===== config.mk =====
export PLATFORM = sky130hd
export DESIGN_NAME = alu_issue_stage
export DESIGN_NICKNAME = d
export VERILOG_FILES = /design/src/rtl/alu_issue_stage.sv
export SDC_FILE = /design/constraint.sdc
export NUM_CORES = 1
export LEC_CHECK = 0
export BUFFER_PORTS_ARGS = -buffer_cell sky130_fd_sc_hd__clkbuf_2
export CAP_MARGIN = 10
export CORE_MARGIN = 5
export CORE_UTILIZATION = 50
export DETAILED_ROUTE_END_ITERATION = 12
export PLACE_DENSITY = 0.79
export SLEW_MARGIN = 15
export SYNTH_ARGS = -nofsm -noshare
export SYNTH_HDL_FRONTEND = slang
export SYNTH_SLANG_ARGS = --single-unit

===== constraint.sdc =====
create_clock -name clk -period 2.25 [get_ports clk]
set_input_delay 0.45 -clock clk [delete_from_list [all_inputs] [get_ports clk]]
set_output_delay 0.45 -clock clk [all_outputs]
set_load 0.05 [all_outputs]

===== src/rtl/alu_issue_stage.sv =====
// RV32I ALU issue stage: decodes into a main register backed by one skid register.
// Optional macro ALU_ISSUE_UPPER_IMM_EN adds LUI/AUIPC decode.
module alu_issue_stage (
    input  logic        clk,
    input  logic        rst,
    input  logic        flush,
    input  logic        in_valid,
    output logic        in_ready,
    input  logic [31:0] in_instr,
    input  logic [31:0] in_pc,
    input  logic [31:0] in_rs1_data,
    input  logic [31:0] in_rs2_data,
    output logic        out_valid,
    input  logic        out_ready,
    output logic [3:0]  aluop_control,
    output logic [31:0] operand1,
    output logic [31:0] operand2,
    output logic [4:0]  out_rd,
    output logic        out_illegal
);

    typedef struct packed {
        logic [3:0]  aluop;
        logic [31:0] op1;
        logic [31:0] op2;
        logic [4:0]  rd;
        logic        illegal;
    } entry_t;

    typedef enum logic [1:0] {ST_EMPTY, ST_ONE, ST_TWO} state_t;

    state_t state_reg;
    entry_t main_reg;
    entry_t skid_reg;
    entry_t dec_next;
    logic   out_valid_reg;
    logic   in_ready_reg;
    logic   legal;

    logic [6:0] opcode;
    logic [2:0] funct3;
    logic [6:0] funct7;

    assign opcode = in_instr[6:0];
    assign funct3 = in_instr[14:12];
    assign funct7 = in_instr[31:25];

    // rs1 field is never needed: register values arrive already read
    logic unused_rs1_field;
    assign unused_rs1_field = ^in_instr[19:15];

`ifndef ALU_ISSUE_UPPER_IMM_EN
    logic unused_pc;
    assign unused_pc = ^in_pc;
`endif

    always_comb begin
        dec_next = '0;
        legal    = 1'b0;
        case (opcode)
            7'b0110011: begin
                legal = (funct7 == 7'b0000000) ||
                        (funct7 == 7'b0100000 && (funct3 == 3'b000 || funct3 == 3'b101));
                dec_next.aluop = {funct7[5], funct3};
                dec_next.op1   = in_rs1_data;
                dec_next.op2   = in_rs2_data;
            end
            7'b0010011: begin
                legal          = 1'b1;
                dec_next.aluop = {1'b0, funct3};
                dec_next.op1   = in_rs1_data;
                dec_next.op2   = {{20{in_instr[31]}}, in_instr[31:20]};
                if (funct3 == 3'b001) begin
                    legal = (funct7 == 7'b0000000);
                end else if (funct3 == 3'b101) begin
                    // shift amount is zero-extended; bit 30 picks arithmetic shift
                    legal          = (funct7 == 7'b0000000) || (funct7 == 7'b0100000);
                    dec_next.aluop = {in_instr[30], 3'b101};
                    dec_next.op2   = {27'b0, in_instr[24:20]};
                end
            end
`ifdef ALU_ISSUE_UPPER_IMM_EN
            7'b0110111: begin
                legal          = 1'b1;
                dec_next.aluop = 4'b0000;
                dec_next.op1   = 32'b0;
                dec_next.op2   = {in_instr[31:12], 12'b0};
            end
            7'b0010111: begin
                legal          = 1'b1;
                dec_next.aluop = 4'b0000;
                dec_next.op1   = in_pc;
                dec_next.op2   = {in_instr[31:12], 12'b0};
            end
`endif
            default: legal = 1'b0;
        endcase
        dec_next.rd = in_instr[11:7];
        if (!legal) begin
            dec_next         = '0;
            dec_next.illegal = 1'b1;
        end
    end

    logic in_xfer;
    logic out_xfer;
    assign in_xfer  = in_valid && in_ready_reg;
    assign out_xfer = out_valid_reg && out_ready;

    always_ff @(posedge clk) begin
        if (rst) begin
            state_reg     <= ST_EMPTY;
            main_reg      <= '0;
            skid_reg      <= '0;
            out_valid_reg <= 1'b0;
            in_ready_reg  <= 1'b1;
        end else if (flush) begin
            // a same-cycle output transfer is simply consumed; everything else is dropped
            state_reg     <= ST_EMPTY;
            out_valid_reg <= 1'b0;
            in_ready_reg  <= 1'b1;
        end else begin
            case (state_reg)
                ST_EMPTY: begin
                    if (in_xfer) begin
                        main_reg      <= dec_next;
                        state_reg     <= ST_ONE;
                        out_valid_reg <= 1'b1;
                    end
                end
                ST_ONE: begin
                    if (in_xfer && out_xfer) begin
                        main_reg <= dec_next;
                    end else if (in_xfer) begin
                        skid_reg      <= dec_next;
                        state_reg     <= ST_TWO;
                        in_ready_reg  <= 1'b0;
                    end else if (out_xfer) begin
                        state_reg     <= ST_EMPTY;
                        out_valid_reg <= 1'b0;
                    end
                end
                ST_TWO: begin
                    if (out_xfer) begin
                        main_reg     <= skid_reg;
                        state_reg    <= ST_ONE;
                        in_ready_reg <= 1'b1;
                    end
                end
                default: begin
                    state_reg     <= ST_EMPTY;
                    out_valid_reg <= 1'b0;
                    in_ready_reg  <= 1'b1;
                end
            endcase
        end
    end

    assign in_ready      = in_ready_reg;
    assign out_valid     = out_valid_reg;
    assign aluop_control = main_reg.aluop;
    assign operand1      = main_reg.op1;
    assign operand2      = main_reg.op2;
    assign out_rd        = main_reg.rd;
    assign out_illegal   = main_reg.illegal;

endmodule


======== Yosys cells after proc, flatten, opt, wreduce, memory -nomap -nowiden ========
Index checks and enable logic that the tools add are counted.
cells by class
  add/sub/neg operators ................... 0
  bitwise gates (word level) .............. 4
  $mul .................................... 0
  div/mod/pow operators ................... 0
  multiplexer cells ....................... 28
  equality and inequality tests ........... 15
  reductions and logical operators ........ 17
  magnitude comparators ................... 0
  shifts and indexed selects .............. 0
operators with widths
  operator              count
  $mux W74              4
  $pmux W74 S3          1
  $pmux W68 S2          1
  $mux W32              2
  $eq A7 B6 Y1 const B  2
  $ne A2 B2 Y1 const B  7
  $reduce_and A4 Y1     3
  $mux W2               5
  $reduce_and A5 Y1     2
  $mux W1               9
  $mux W4               2
  $eq A7 B5 Y1 const B  1
  $logic_not A7 Y1      1
  $pmux W1 S3           2
  $pmux W2 S3           1
  $logic_and A1 B1 Y1   4
  $not A1 Y1            4
  $eq A3 B1 Y1 const B  1
  $eq A3 B3 Y1 const B  1
  $logic_not A3 Y1      1
  $logic_or A1 B1 Y1    3
  $ne A3 B3 Y1 const B  1
  $reduce_bool A3 Y1    1
  $eq A2 B1 Y1 const B  1
  4 further kinds       4
word-level totals
  logic and storage cells ................. 77
  ROM bits ................................ 0
  bits in latches ......................... 0
  bits of input ports ..................... 133
  flip-flop bits (word level) ............. 152
  memories kept ........................... 0
  output and inout bits ................... 76
  bits in writable memories ............... 0

======== Longest topological paths before layout ========
  depth in word-level cells ............... 8
  mapped depth ............................ 7
  gate-level depth less buffers ........... 5

======== Least setup slack after synthesis ========
OpenSTA, ideal clock, no wires.
  kind .................................... register to register
  start ................................... register in_ready_reg (netlist: in_ready)
  end ..................................... register skid_reg[1] (netlist bit)
  data required time ...................... 2.133 ns
  cell stages (with the launch flop) ...... 6
  path buffers ............................ 1
  setup time .............................. 0.117 ns
  path slack .............................. 0.213 ns
  data arrival time ....................... 1.920 ns
  clock period less this slack ............ 2.037 ns
  cell sequence ........................... dfxtp_1 > or4bb_1 > nor2_2 > nor2_1 > clkbuf_1 > a22o_1
between the ends
  word-level cells in the longest chain between the ends .. 4
RTL lines
  what                                  line  RTL
  start: declaration                    37    logic in_ready_reg;
  start signal: assignment              116   in_ready_reg <= 1'b1;
  start signal: assignment              121   in_ready_reg <= 1'b1;
  start signal: assignment              137   in_ready_reg <= 1'b0;
  $logic_and A1 B1 Y1 *                 107   assign in_xfer = in_valid && in_ready_reg;
  $logic_and A1 B1 Y1                   132   if (in_xfer && out_xfer) begin
  $not A1 Y1 (no source line)           n/a
  $reduce_and A4 Y1 (no source line) *  n/a
  end signal: assignment                135   skid_reg <= dec_next;
  end: declaration                      34    entry_t skid_reg;
Every way passes the cells marked *; elsewhere a longest branch is shown, timed or not.
A chain may end at the register's enable or synchronous reset.

======== Final worst setup path ========
  start ................................... register state_reg[1]
  end ..................................... register main_reg, in the netlist out_rd[1]
between the ends
  word-level cells in the longest chain between the ends .. 3
  elaborated cells between the ends (all ways) .. 9
  classes of those cells .................. eq/ne (5); mux (1); reduce/logical (3)
RTL lines
  what                                                                 line  RTL
  start: declaration                                                   32    state_t state_reg;
  start signal: assignment                                             112   state_reg <= ST_EMPTY;
  start signal: assignment                                             119   state_reg <= ST_EMPTY;
  start signal: assignment                                             127   state_reg <= ST_ONE;
  $eq A2 B1 Y1 (tied with other cells)                                 123   case (state_reg)
  $ne A2 B2 Y1 (no source line) or $reduce_bool A3 Y1 (tied branches)  n/a
  $reduce_and A5 Y1 (no source line)                                   n/a
  end signal: assignment                                               126   main_reg <= dec_next;
  end signal: assignment                                               133   main_reg <= dec_next;
  end signal: assignment                                               145   main_reg <= skid_reg;
  end: declaration                                                     33    entry_t main_reg;
Several ways; a longest one is shown, not always the timed one.

==> impl_results.md <==
- WL final: 18.7 mm
- Netlist cell types: 46
- Chip width: 123 µm
- Top_reg_cell synth: dfxtp_1
- Final min period: 2060 ps
- Largest net degree at the start of global routing: 65
- CTS sink count: 152
- CTS tree: done
- Fill count: 1035
- Max FFs per register: 74
- Final Max Tran Viols: 0
- Crit. End Element: flop
- Design area: 0.00815 mm²
- Synth warn: 0
- Router iterations before antenna repair: 6
- Ant diodes: 0
- Combinational Power Share: 0.151
- Global-route usage over all layers: 0.243
- EDFF count, synth: 0
- Syn_nets: 818
- Fin nets: 966
- Crit path kind: reg2reg
- Initial Util: 0.509
- Layout overhead on the synthesized area: 26.9%
- Root buf cell: clkbuf_16
- Final period util: 0.916
- Internal power: 4.91 mW
- H-tree depth: 4
- R2r startpoint: state_reg[1]
- Final setup vio count: 0
- Clk_lat worst skew: 420 ps
- Worst-margin pin slew: 750 ps
- GPL Wtd Cong: 0.854
- CP endpoint: out_rd[1]
- Leakage: 3.26 nW
- Vias in the first global route: 5902
- Sw frac: 0.272
- Post-DP Area: 0.00755 mm²
- DRC: 0
- I/O pins: 209
- Gr ovfl total: 0
- Status: finished, final reports clean
- Final ANT Viol Nets: 0
- Sw power: 1.84 mW
- Peak Freq: 0.485 GHz
- Post-cts hold buffer count: 0
- Power Density: 827 mW/mm²
- Mapped cell area: 0.00642 mm²
- Initial antenna violation count: 1
- Async SR Flop Fraction: 0
- Final Util: 0.646
- Die area: 0.0152 mm²
- Cts bufs inserted: 17
- # resized after CTS: 0
- Reg2reg setup slack: 190 ps
- Slew margin rel.: 0.500
- Via Count: 6234
- Crit path DAT: 2380 ps
- Register area share after synthesis: 0.474
- CP Max Fanout: 13
- Worst ir drop on vdd: 0.544 mV
- Clock share of power: 0.427
- First-pass GRT wire length: 29.3 mm
- Path depth of the worst reg2reg path: 6
- Post-Syn Area per Cell: 9.37 µm²
- Layout cells sized above 1: 0.320
- Final Hold Fails: 0
- Worst hold path class: in2reg
- Core area: 0.0126 mm²
- Post-synthesis cell count: 685
- Fin Setup TNS: 0 ps
- Worst R2R End: out_rd[1]
- Bufs on Longest Clock Path: 2
- Start point of the critical path: state_reg[1]
- Worst setup SP type: flop
- Area contributors post-synth: dfxtp_1, a32oi_1, nor2_1
- Area of the multi-input gates: 0.00296 mm²
- Wire per inst: 18.4 µm
- Synth Register Bits: 152
- Die Ht: 123 µm
- Buffer count from post-CTS setup fixing: 0
- Clock skew: 8.13 ps
- WP data required: 2570 ps
- Rows: 41
- CTS clk-pin slew, worst paths: 60 ps
- Dpl hpwl: 12.3 mm
- Vias per std cell: 6.13
- DR iter-0 viols: 653
- Register area: 0.00304 mm²
- # port buffers: 171
- Post-synth top cells: dfxtp_1, nor2_1, a32oi_1
- Part of the power in registers: 0.422
- Area leader, netlist: dfxtp_1
- Maxcap violations: 0
- Most frequent cell after synthesis: dfxtp_1
- Top cell type's share of synthesized area: 0.474
- RSZ-0062 raised after global routing: false
==> layout by cell type, fill, tap and decap left out, types with 6 or more instances in the layout <==
cell       instances
nor2_1            97
a21oi_1           31
a211oi_2          15
inv_1             24
buf_12            12
a32oi_1           83
clkbuf_2         170
buf_4             21
a22o_1            39
nand2_1           40
a211oi_1          48
o21ai_0           14
a311oi_1           8
nand4_1            6
clkbuf_16         17
mux2_2            11
dfxtp_1          152
==> layer usage <==
metal	global-route usage	share of wire	routed length, µm	vias to the layer above
met5	0	0.00043	8	-
met2	0.389	0.48	8930	323
met4	0.0983	0.018	340	2
li1	-	-	-	2892
met3	0.0586	0.079	1490	36
met1	0.315	0.43	7980	2981
==> cell families after synthesis <==
| logic type | count (synthesis) | share of synthesized area |
|---|---|---|
| flip-flops | 152 | 0.474 |
| AO/OA/AOI/OAI | 252 | 0.318 |
| buffers and inverters | 98 | 0.0709 |
| XOR/XNOR | 1 | 0.00136 |
| AND/OR/NAND/NOR | 171 | 0.117 |
| multiplexers | 11 | 0.0193 |
==> power groups by stage <==
| stage | registers, mW | logic, mW | clock network (mW) |
|---|---|---|---|
| floorplan | 3.21 | 0.369 | 0 |
| global placement | 2.90 | 0.988 | 0 |
| detailed placement | 2.90 | 1.01 | 0 |
| CTS | 2.85 | 1.01 | 2.92 |
| global route | 2.85 | 1.08 | 3.04 |
| finish | 2.85 | 1.02 | 2.88 |
==> worst min path at each step <==
| stage | from | endpoint | slack (ps) | depth (start not counted) |
|---|---|---|---|---|
| final | in_rs1_data[14] | skid_reg[52] | 260 | 2 |
| after global routing | in_rs1_data[19] | skid_reg[57] | 250 | 2 |
| after CTS | in_rs1_data[18] | skid_reg[56] | 250 | 2 |
| after detailed placement | skid_reg[11] | skid_reg[11] | 440 | 2 |
| after global placement | skid_reg[8] | skid_reg[8] | 430 | 2 |
| after floorplan | skid_reg[10] | skid_reg[10] | 420 | 2 |
==> final cells by class <==
type | instances | area share
timing repair buffer | 203 | 0.153
inverter | 24 | 0.0111
tap | 172 | 0.0264
multi-input combinational | 435 | 0.363
clock buffer | 22 | 0.0582
clock inverter | 9 | 0.0150
sequential | 152 | 0.373
==> through the flow <==
step	total power [mW]	cells	hold WS, ps	setup WS, ps
after global placement	3.88	986	433	3.86
after CTS	6.78	1017	248	199
final	6.74	1017	262	188
after detailed placement	3.91	986	444	-24.4
after global routing	6.98	1017	255	84.5
after floorplan	3.58	685	425	213
==> critical path, cell delays in order, from the launching register on <==
cell	delay, ps
dfxtp_1	360
or4bb_1	620
o32ai_4	240
buf_12	210
buf_4	210
nor2_1	80
a211oi_1	240
Power figures use the tool's default switching activity.
